==> src/rtl/uart_pkg.sv <==
// Shared definitions for the UART blocks: receiver state encoding, parity
// mode codes and the data-bit base offset.
package uart_pkg;

    localparam logic [2:0] ST_IDLE   = 3'd0;
    localparam logic [2:0] ST_START  = 3'd1;
    localparam logic [2:0] ST_DATA   = 3'd2;
    localparam logic [2:0] ST_PARITY = 3'd3;
    localparam logic [2:0] ST_STOP   = 3'd4;

    typedef enum logic [2:0] {
        IDLE   = ST_IDLE,
        START  = ST_START,
        DATA   = ST_DATA,
        PARITY = ST_PARITY,
        STOP   = ST_STOP
    } rx_state_t;

    localparam logic [1:0] PAR_NONE = 2'b00;
    localparam logic [1:0] PAR_EVEN = 2'b01;
    localparam logic [1:0] PAR_ODD  = 2'b10;

    localparam int unsigned DATA_BITS_BASE = 5;

endpackage

==> src/rtl/uart_rx_sync.sv <==
// Two-flop synchroniser for an idle-high asynchronous line; resets to 1 so a
// reset never looks like a start edge.
module uart_rx_sync (
    input  logic i_clk,
    input  logic i_reset,
    input  logic i_d,
    output logic o_q
);

    logic meta_q;
    logic sync_q;

    always_ff @(posedge i_clk or posedge i_reset) begin
        if (i_reset) begin
            meta_q <= 1'b1;
            sync_q <= 1'b1;
        end else begin
            meta_q <= i_d;
            sync_q <= meta_q;
        end
    end

    assign o_q = sync_q;

endmodule

==> src/rtl/uart_rx_cfg.sv <==
// Configurable UART receiver with 3-sample majority vote, false-start rejection
// and parity/framing/break reporting. States: IDLE wait | START verify | DATA | PARITY | STOP.
module uart_rx_cfg
    import uart_pkg::*;
#(
    parameter int DBIT = 8,
    parameter int OS   = 16
) (
    input  logic            i_clk,
    input  logic            i_reset,
    input  logic            i_rx,
    input  logic            i_s_tick,
    input  logic [1:0]      i_dbits,
    input  logic [1:0]      i_parity,
    input  logic            i_stop2,
    output logic [DBIT-1:0] o_data,
    output logic            o_rx_done_tick,
    output logic            o_parity_err,
    output logic            o_frame_err,
    output logic            o_break,
    output logic            o_busy
);

    localparam int SW = $clog2(OS);
    localparam int NW = $clog2(DBIT + 1);
    localparam logic [SW-1:0] S_LAST = SW'(OS - 1);
    localparam logic [SW-1:0] S_M0   = SW'(OS / 2 - 1);
    localparam logic [SW-1:0] S_M1   = SW'(OS / 2);
    localparam logic [SW-1:0] S_M2   = SW'(OS / 2 + 1);

    logic rx_s;

    rx_state_t       state_q, state_d;
    logic [SW-1:0]   s_q, s_d;
    logic [NW-1:0]   n_q, n_d;
    logic [2:0]      samp_q, samp_d;
    logic [DBIT-1:0] shift_q, shift_d;
    logic [1:0]      cfg_dbits_q, cfg_dbits_d;
    logic [1:0]      cfg_par_q, cfg_par_d;
    logic            cfg_stop2_q, cfg_stop2_d;
    logic            stop_n_q, stop_n_d;
    logic            par_acc_q, par_acc_d;
    logic            perr_acc_q, perr_acc_d;
    logic            ferr_acc_q, ferr_acc_d;
    logic            brk_acc_q, brk_acc_d;
    logic            brk_hold_q, brk_hold_d;
    logic [DBIT-1:0] data_q, data_d;
    logic            perr_q, perr_d;
    logic            ferr_q, ferr_d;
    logic            brk_q, brk_d;
    logic            done_q, done_d;

    logic            vote;
    logic            decision;
    logic            par_en;
    logic            par_odd;
    logic [3:0]      cfg_bits;
    logic [NW-1:0]   nbits;
    logic [NW-1:0]   sh_amt;
    logic            last_data;
    logic            ferr_now;
    logic            brk_now;

    uart_rx_sync u_sync (
        .i_clk   (i_clk),
        .i_reset (i_reset),
        .i_d     (i_rx),
        .o_q     (rx_s)
    );

    assign vote     = (samp_q[0] & samp_q[1]) | (samp_q[0] & samp_q[2]) | (samp_q[1] & samp_q[2]);
    assign decision = i_s_tick && (s_q == S_LAST);
    assign par_en   = (cfg_par_q == PAR_EVEN) || (cfg_par_q == PAR_ODD);
    assign par_odd  = (cfg_par_q == PAR_ODD);
    assign cfg_bits = 4'(DATA_BITS_BASE) + {2'b00, cfg_dbits_q};

    always_comb begin
        if (int'(cfg_bits) > DBIT) nbits = NW'(DBIT);
        else                       nbits = NW'(cfg_bits);
    end

    // Bits enter at the MSB, so a short word is right-justified by this shift.
    assign sh_amt    = NW'(DBIT) - nbits;
    assign last_data = (n_q == nbits - NW'(1));
    assign ferr_now  = ferr_acc_q | ~vote;
    assign brk_now   = stop_n_q ? brk_acc_q : (brk_acc_q & ~vote);

    always_comb begin
        state_d     = state_q;
        s_d         = s_q;
        n_d         = n_q;
        samp_d      = samp_q;
        shift_d     = shift_q;
        cfg_dbits_d = cfg_dbits_q;
        cfg_par_d   = cfg_par_q;
        cfg_stop2_d = cfg_stop2_q;
        stop_n_d    = stop_n_q;
        par_acc_d   = par_acc_q;
        perr_acc_d  = perr_acc_q;
        ferr_acc_d  = ferr_acc_q;
        brk_acc_d   = brk_acc_q;
        brk_hold_d  = brk_hold_q;
        data_d      = data_q;
        perr_d      = perr_q;
        ferr_d      = ferr_q;
        brk_d       = brk_q;
        done_d      = 1'b0;

        if (state_q != IDLE && i_s_tick) begin
            s_d = (s_q == S_LAST) ? '0 : s_q + SW'(1);
            if (s_q == S_M0) samp_d[0] = rx_s;
            if (s_q == S_M1) samp_d[1] = rx_s;
            if (s_q == S_M2) samp_d[2] = rx_s;
        end

        case (state_q)
            IDLE: begin
                if (rx_s) brk_hold_d = 1'b0;
                if (!rx_s && !brk_hold_q) begin
                    state_d     = START;
                    s_d         = '0;
                    cfg_dbits_d = i_dbits;
                    cfg_par_d   = i_parity;
                    cfg_stop2_d = i_stop2;
                end
            end
            START: begin
                if (decision) begin
                    if (vote) begin
                        state_d = IDLE;
                    end else begin
                        state_d    = DATA;
                        n_d        = '0;
                        stop_n_d   = 1'b0;
                        par_acc_d  = 1'b0;
                        perr_acc_d = 1'b0;
                        ferr_acc_d = 1'b0;
                        brk_acc_d  = 1'b1;
                    end
                end
            end
            DATA: begin
                if (decision) begin
                    shift_d   = {vote, shift_q[DBIT-1:1]};
                    par_acc_d = par_acc_q ^ vote;
                    brk_acc_d = brk_acc_q & ~vote;
                    n_d       = n_q + NW'(1);
                    if (last_data) state_d = par_en ? PARITY : STOP;
                end
            end
            PARITY: begin
                if (decision) begin
                    perr_acc_d = ((par_acc_q ^ vote) != par_odd);
                    brk_acc_d  = brk_acc_q & ~vote;
                    state_d    = STOP;
                end
            end
            STOP: begin
                if (decision) begin
                    if (stop_n_q == cfg_stop2_q) begin
                        done_d     = 1'b1;
                        data_d     = shift_q >> sh_amt;
                        perr_d     = perr_acc_q;
                        ferr_d     = ferr_now;
                        brk_d      = brk_now;
                        brk_hold_d = brk_now;
                        state_d    = IDLE;
                    end else begin
                        stop_n_d   = 1'b1;
                        ferr_acc_d = ferr_now;
                        brk_acc_d  = brk_now;
                    end
                end
            end
            default: state_d = IDLE;
        endcase
    end

    always_ff @(posedge i_clk or posedge i_reset) begin
        if (i_reset) begin
            state_q     <= IDLE;
            s_q         <= '0;
            n_q         <= '0;
            samp_q      <= '0;
            shift_q     <= '0;
            cfg_dbits_q <= '0;
            cfg_par_q   <= '0;
            cfg_stop2_q <= 1'b0;
            stop_n_q    <= 1'b0;
            par_acc_q   <= 1'b0;
            perr_acc_q  <= 1'b0;
            ferr_acc_q  <= 1'b0;
            brk_acc_q   <= 1'b0;
            brk_hold_q  <= 1'b0;
            data_q      <= '0;
            perr_q      <= 1'b0;
            ferr_q      <= 1'b0;
            brk_q       <= 1'b0;
            done_q      <= 1'b0;
        end else begin
            state_q     <= state_d;
            s_q         <= s_d;
            n_q         <= n_d;
            samp_q      <= samp_d;
            shift_q     <= shift_d;
            cfg_dbits_q <= cfg_dbits_d;
            cfg_par_q   <= cfg_par_d;
            cfg_stop2_q <= cfg_stop2_d;
            stop_n_q    <= stop_n_d;
            par_acc_q   <= par_acc_d;
            perr_acc_q  <= perr_acc_d;
            ferr_acc_q  <= ferr_acc_d;
            brk_acc_q   <= brk_acc_d;
            brk_hold_q  <= brk_hold_d;
            data_q      <= data_d;
            perr_q      <= perr_d;
            ferr_q      <= ferr_d;
            brk_q       <= brk_d;
            done_q      <= done_d;
        end
    end

    assign o_data         = data_q;
    assign o_rx_done_tick = done_q;
    assign o_parity_err   = perr_q;
    assign o_frame_err    = ferr_q;
    assign o_break        = brk_q;
    assign o_busy         = (state_q != IDLE);

endmodule

==> config.mk <==
export PLATFORM = sky130hd
export DESIGN_NAME = uart_rx_cfg
export DESIGN_NICKNAME = d
export VERILOG_FILES = /design/src/rtl/uart_pkg.sv /design/src/rtl/uart_rx_sync.sv /design/src/rtl/uart_rx_cfg.sv
export SDC_FILE = /design/constraint.sdc
export NUM_CORES = 1
export LEC_CHECK = 0
export CELL_PAD_IN_SITES_DETAIL_PLACEMENT = 1
export CELL_PAD_IN_SITES_GLOBAL_PLACEMENT = 1
export CORE_MARGIN = 2
export CORE_UTILIZATION = 25
export CTS_CLUSTER_DIAMETER = 120
export DETAILED_ROUTE_END_ITERATION = 6
export PLACE_DENSITY_LB_ADDON = 0.2
export SLEW_MARGIN = 40
export SYNTH_ARGS = -nofsm -noshare
export SYNTH_HDL_FRONTEND = slang
export SYNTH_SLANG_ARGS = --single-unit
==> constraint.sdc <==
create_clock -name i_clk -period 3.1 [get_ports i_clk]
set_input_delay 0.62 -clock i_clk [delete_from_list [all_inputs] [get_ports i_clk]]
set_output_delay 0.62 -clock i_clk [all_outputs]
set_load 0.005 [all_outputs]
; ---- Yosys cells after proc, flatten, opt, wreduce, memory -nomap -nowiden
; Index checks and enable logic that the tools add are counted.
[word_totals]
out_inout_bits = 13
input_bits = 9
ff_bits = 47
wordCells = 134
[classes]
muxes = 45
magnitude_cmp = 1
n_reduce_logical = 26
n_eq_ne = 24
bitwise_logic = 9
n_shift = 1
add_sub_neg = 5
[op_table]
columns = cell, n
row1 = 4-bit 2-to-1 mux, 8
row2 = 3-bit 2-to-1 mux, 8
row3 = 1-bit 2-to-1 mux, 20
row4 = 2-bit != test (second input constant), 9
row5 = 3-bit case mux with 5 select lines, 1
row6 = 4-bit == test (second input constant), 3
row7 = 4-bit AND reduction, 3
row8 = 1-bit case mux with 2 select lines, 5
row9 = 2-bit AND reduction, 5
row10 = 4-bit by 1-bit adder with 4-bit output (second input constant), 2
row11 = 4-bit case mux with 2 select lines, 1
row12 = 2-bit nonzero test, 4
row13 = 8-bit by 4-bit >> shifter with 8-bit output, 1
row14 = 7-bit AND reduction, 1
row15 = 3-bit by 2-bit == test with 1-bit output (second input constant), 2
row16 = 6-bit AND reduction, 1
row17 = 3-bit nonzero test, 2
row18 = 5-bit AND reduction, 1
row19 = 3-bit by 2-bit adder with 4-bit output (first input constant), 1
row20 = 1-bit AND, 4
row21 = 4-bit by 3-bit == test with 1-bit output (second input constant), 1
row22 = 4-bit == test, 1
row23 = 4-bit greater-than comparator (second input constant), 1
row24 = 2-bit by 1-bit != test with 1-bit output (second input constant), 2
row25 = 19 further kinds, 24

; ---- Longest topological paths before layout
[logic_depth]
depth_word = 9
ltp_mapped = 8
mapped_depth_nobuf = 6

; ---- Modules after synthesis
; Synthesis repeated with hierarchy kept, for this count alone.
[unflattened]
hier_cells = 232
hier_area_um2 = 2471.1
[modules_own_cells]
columns = module, cells_each, seq_area_each_um2, area_each_um2, instances
row1 = uart_rx_cfg, 229, 1126.1, 2414.8, 1
row2 = uart_rx_sync, 3, 52.6, 56.3, 1

; ---- Worst setup path before layout
; No wires, ideal clock.
[synth_path]
path_kind = register to register
startpoint = reg cfg_dbits_q[0]
endpoint = reg data_q[5], in the netlist o_data[5]
t_required_ns = 2.979
path_stages_with_launch = 9
path_buffers = 2
period_less_slack_ns = 1.949
setup_time_ns = 0.121
arrival_ns = 1.828
setup_slack_ns = 1.151
path_cell_list = dfrtp_1 buf_2 inv_1 ha_1 buf_2 mux2_2 a22oi_1 nor2_1 a22o_1
[synth_between]
elab_chain_cells = 5
[synth_rtl]
columns = element, line_no
row1 = from (decl), uart_rx_cfg.sv:38  ; logic [1:0] cfg_dbits_q, cfg_dbits_d;
row2 = from (signal assigned), uart_rx_cfg.sv:206  ; cfg_dbits_q <= cfg_dbits_d;
row3 = 3-bit by 2-bit adder with 4-bit output *, uart_rx_cfg.sv:75  ; assign cfg_bits = 4'(DATA_BITS_BASE) + {2'b00, cfg_dbits_q};
row4 = 4-bit greater-than comparator, uart_rx_cfg.sv:78  ; if (int'(cfg_bits) > DBIT) nbits = NW'(DBIT);
row5 = 4-bit 2-to-1 mux *, uart_rx_cfg.sv:78
row6 = 4-bit subtractor *, uart_rx_cfg.sv:83  ; assign sh_amt = NW'(DBIT) - nbits;
row7 = 8-bit by 4-bit >> shifter with 8-bit output *, uart_rx_cfg.sv:162  ; data_d = shift_q >> sh_amt;
row8 = to (signal assigned), uart_rx_cfg.sv:215  ; data_q <= data_d;
row9 = to (decl), uart_rx_cfg.sv:47  ; logic [DBIT-1:0] data_q, data_d;
; Mark *: on every way between the ends. The rest lies on a longest branch, timed or not.
; A chain may end at the register's enable or synchronous reset.

; ---- Worst setup path after layout
[layout_path]
startpoint = reg state_q[1]
endpoint = out o_busy
[layout_between]
elab_chain_cells = 1
[layout_rtl]
columns = element, line_no
row1 = from (decl), uart_rx_cfg.sv:33  ; rx_state_t state_q, state_d;
row2 = from (signal assigned), uart_rx_cfg.sv:201  ; state_q <= state_d;
row3 = 3-bit nonzero test, uart_rx_cfg.sv:228  ; assign o_busy = (state_q != IDLE);
row4 = to (decl), uart_rx_cfg.sv:21  ; output logic o_busy
; No other way between the ends.

==> impl_summary.log <==
INFO  metric detail_route.wirelength.met1 = approximately 3000 um
INFO  metric topRoutingLayerUsed = met4
INFO  metric placement.io_buffers = 21
INFO  metric post_drt_via_cell_ratio = ~4.6
INFO  metric avgRoutedWirePerCell = 14.3 um
INFO  metric status = finished clean
INFO  metric place_area = approximately 0.0028 mm^2
INFO  metric hold_violations = 0
INFO  metric tritoncts = yes
INFO  metric grt_pass1_wl = roughly 10000 um
INFO  metric period_needed = roughly 2.4 ns
INFO  metric crit_type = reg -> out
INFO  metric mappedNetlistNets = around 270
INFO  metric drc_errors = 0
INFO  metric final-instance-count-excl-fill = ~410
INFO  metric timing.critical_path.slowest_stage_cell = sky130_fd_sc_hd__dfrtp_1
INFO  metric slew-limit-headroom = between 60% and 70%
INFO  metric chipWidth = 104 um
INFO  metric synth_top_area_share = 44.7%
INFO  metric drt_iter0_markers = ~120
INFO  metric half_perimeter_wire_length_of_the_detailed_placement_result = between 4000 and 5000 um
INFO  metric num_rows = 36
INFO  metric cts_hold_buf = 0
INFO  metric cts.clk_slew.worst_paths = 0.09 ns
INFO  metric first_global_vias = between 1500 and 2000
INFO  metric timing.critical_path.to_type = output port
INFO  metric drt.antenna.violating_nets = 0
INFO  metric ir_worst_vdd = roughly 250 uV
INFO  metric netlist_instances = roughly 260
INFO  metric p_leak = 1.26 nW
INFO  metric worstMarginPinSlew = 0.594 ns
INFO  metric antenna_cells = 0
INFO  metric cpPeakStageDelay = around 0.54 ns
INFO  metric synth_top_flop_cell = sky130_fd_sc_hd__dfrtp_1
INFO  metric critical_path.n_buffers_inverters = 1
INFO  metric grt-ovfl-total = 0
INFO  metric htree_num_levels = 2
INFO  metric synth_largest_area_cell = sky130_fd_sc_hd__dfrtp_1
INFO  metric fin_nets = between 200 and 300
INFO  metric drt-total-wl = 5800 um
INFO  metric core_area = 0.00977 mm^2
INFO  metric grt_start_max_net_pins = 43
INFO  metric area_growth_syn_to_layout = 18.0%
INFO  metric number_of_buffers_inserted_by_post_cts_setup_repair = 0
INFO  metric place_inst = between 300 and 400
INFO  metric synth_edf_count = 0
INFO  metric unrepaired_setup_endpoints_after_global_routing = false
INFO  metric timing.critical_path.cells = or3_1 -> clkdlybuf4s50_1
INFO  metric place.gp.congestion = 0.761
INFO  metric cts_resized = 0
INFO  metric sum_of_met3_wire_segment_lengths_after_detailed_routing = between 100 and 150 um
INFO  metric tritoncts_num_sinks = between 40 and 50
INFO  metric yosys-top-cells-area = sky130_fd_sc_hd__dfrtp_1, sky130_fd_sc_hd__nand2_1, sky130_fd_sc_hd__mux4_2, sky130_fd_sc_hd__ha_1, sky130_fd_sc_hd__o21ai_0
INFO  metric synth_area_per_cell = ~9.8 um^2
INFO  metric timing.hold.worst.class = reg -> reg
INFO  metric area_of_the_mapped_netlist = 0.00252 mm^2
INFO  metric ys_seq_elements = between 40 and 50
INFO  metric pwr_density_cell = just under 700 mW/mm^2
INFO  metric die-area = 0.0109 mm^2
INFO  metric worstPathRequired = around 2.5 ns
INFO  metric timing.max_cap.violations = 0
INFO  metric post_synthesis_cell_type_count = ~50
INFO  metric clock_latency = around 0.3 ns
INFO  metric start_util = about a quarter
INFO  metric floorplan.die.height = roughly 100 um
INFO  metric global_routing_usage_summed_across_all_routing_layers = a little under an eighth
INFO  metric max-clock-path-buffers = 2
INFO  metric synthArstFlopShare = 100%
INFO  metric final.period_utilization = 76.6%
INFO  metric vias_after_detailed_routing = about 1900
INFO  metric setup-tns-final = 0 ns
INFO  metric final.setup.worst_slack = just over 0.7 ns
INFO  metric cts.root.buffer_cell = sky130_fd_sc_hd__clkbuf_8
INFO  metric fmax = roughly 0.42 GHz
INFO  metric worst_setup_path_start_kind = register
INFO  metric critical_path_arrival = around 1.8 ns
INFO  metric drv_slew = 0
INFO  metric critical_path.top_delay_family = flip-flops
INFO  metric io_pins = 22
INFO  metric drive_gt1_share = between 10 and 15%
INFO  metric yosysWarnings = 0
INFO  metric final-setup-viol-count = 0
INFO  metric clock_skew = approximately 0.0064 ns
INFO  metric detailedPlace.worstSlack = about 0.56 ns
INFO  metric wl_met2 = 2480 um
INFO  metric synth-seq-area-share = 46.7%
INFO  metric tritoncts.num_buffers = 5
INFO  metric antenna_violations_before_repair = 0
INFO  metric post-route-cell-area = 0.00297 mm^2
INFO  metric critical_path.max_fanout = 12
INFO  metric number_of_iterations_in_the_first_detailed_routing_pass = 4
==> path summary, 6_finish.rpt <==
path	start	end	slack, ns	depth (start not counted)
worst max-delay path	state_q[1]	o_busy	0.73	2
worst min-delay path	u_sync.meta_q	u_sync.o_q	0.36	0
worst max register to register	cfg_dbits_q[0]	o_data[5]	0.78	6
worst min register to register	u_sync.meta_q	u_sync.o_q	0.36	0
max in group asynchronous	i_reset	u_sync.o_q	1.82	3
min in group asynchronous	i_reset	o_data[2]	0.50	2
==> layout by cell type (no fill, tap or decap), drive strengths merged, types with 3 or more instances in the layout <==
cell type      count
nand3              8
a31oi              3
nand4              4
nor3               3
nor3b              5
nand2             58
and3               5
nand2b             3
clkdlybuf4s50     21
dfrtp             45
mux4               5
ha                 8
clkbuf             5
a21oi             10
xor2               4
mux2               8
xnor2              4
inv                7
nor2              12
o21ai             19
==> stage by stage <==
step,util [%],hold WS (ns),total power [mW]
3_3_place_gp,29.0,0.346,1.49
3_5_place_dp,29.0,0.353,1.50
6_report,30.4,0.365,2.04
2_1_floorplan,-,0.345,1.34
4_1_cts,30.4,0.367,2.06
5_1_grt,30.4,0.368,2.20
==> per-layer routing <==
layer / global-route usage [%] / vias up
met4: 3.76 / 0
met1: 16.4 / 939
li1: - / 917
met3: 1.63 / 4
met5: 0 / -
met2: 17.4 / 23
==> cell type report <==
class                   instances  area [um^2]
multi-input cells             188         1240
repair buffers                 23          225
clock buffers                   5         68.8
flip-flops and latches         47         1180
clock inverters                 3         67.6
well taps                     133          166
inverters                       7         26.3
fillers                      1144         6800
==> cells by family after synthesis <==
| family | synth area share (%) |
|---|---|
| XOR/XNOR | 2.78 |
| flip-flops | 46.7 |
| multiplexers | 8.83 |
| AND/OR/NAND/NOR | 22.7 |
| buffers and inverters | 4.32 |
| AO/OA/AOI/OAI | 10.3 |
| adder cells (fa/ha/maj) | 4.37 |
==> worst register-to-register path, cell delays in order (launching register included) <==
cell                      delay, ns
sky130_fd_sc_hd__dfrtp_1       0.72
sky130_fd_sc_hd__inv_1         0.13
sky130_fd_sc_hd__ha_1          0.57
sky130_fd_sc_hd__mux2_2        0.39
sky130_fd_sc_hd__a22oi_1       0.15
sky130_fd_sc_hd__nor2_1        0.06
sky130_fd_sc_hd__a22o_1        0.20
==> synthesized netlist by cell type, types with 4 or more instances <==
cell type                 number
sky130_fd_sc_hd__nand3_1       8
sky130_fd_sc_hd__mux2_2        8
sky130_fd_sc_hd__xnor2_1       4
sky130_fd_sc_hd__and3_1        5
sky130_fd_sc_hd__o21ai_0      18
sky130_fd_sc_hd__a21oi_1      10
sky130_fd_sc_hd__mux4_2        5
sky130_fd_sc_hd__nand2_1      58
sky130_fd_sc_hd__inv_1         7
sky130_fd_sc_hd__dfrtp_1      45
sky130_fd_sc_hd__nor2_1       12
sky130_fd_sc_hd__buf_2         8
sky130_fd_sc_hd__ha_1          8
sky130_fd_sc_hd__xor2_1        4
==> power breakdown <==
| part | total (mW) | leakage (nW) | internal (mW) | switching, mW |
|---|---|---|---|---|
| sequential | 0.890 | 0.619 | 0.714 | 0.176 |
| clock | 0.543 | 0.0644 | 0.322 | 0.222 |
| combinational | 0.603 | 0.581 | 0.274 | 0.329 |
==> registers in the layout, indices dropped and copies added, names as in the netlist <==
| signal | count |
|---|---|
| o_break | 1 |
| brk_acc_q | 1 |
| shift_q | 8 |
| o_parity_err | 1 |
| n_q | 4 |
| o_data | 8 |
| cfg_dbits_q | 2 |
| perr_acc_q | 1 |
| u_sync.meta_q | 1 |
| o_frame_err | 1 |
| par_acc_q | 1 |
| cfg_stop2_q | 1 |
| stop_n_q | 1 |
| brk_hold_q | 1 |
| o_rx_done_tick | 1 |
| ferr_acc_q | 1 |
| cfg_par_q | 2 |
| samp_q | 3 |
| s_q | 4 |
| u_sync.o_q | 1 |
| state_q | 3 |
(Power assumes the default switching activity.)
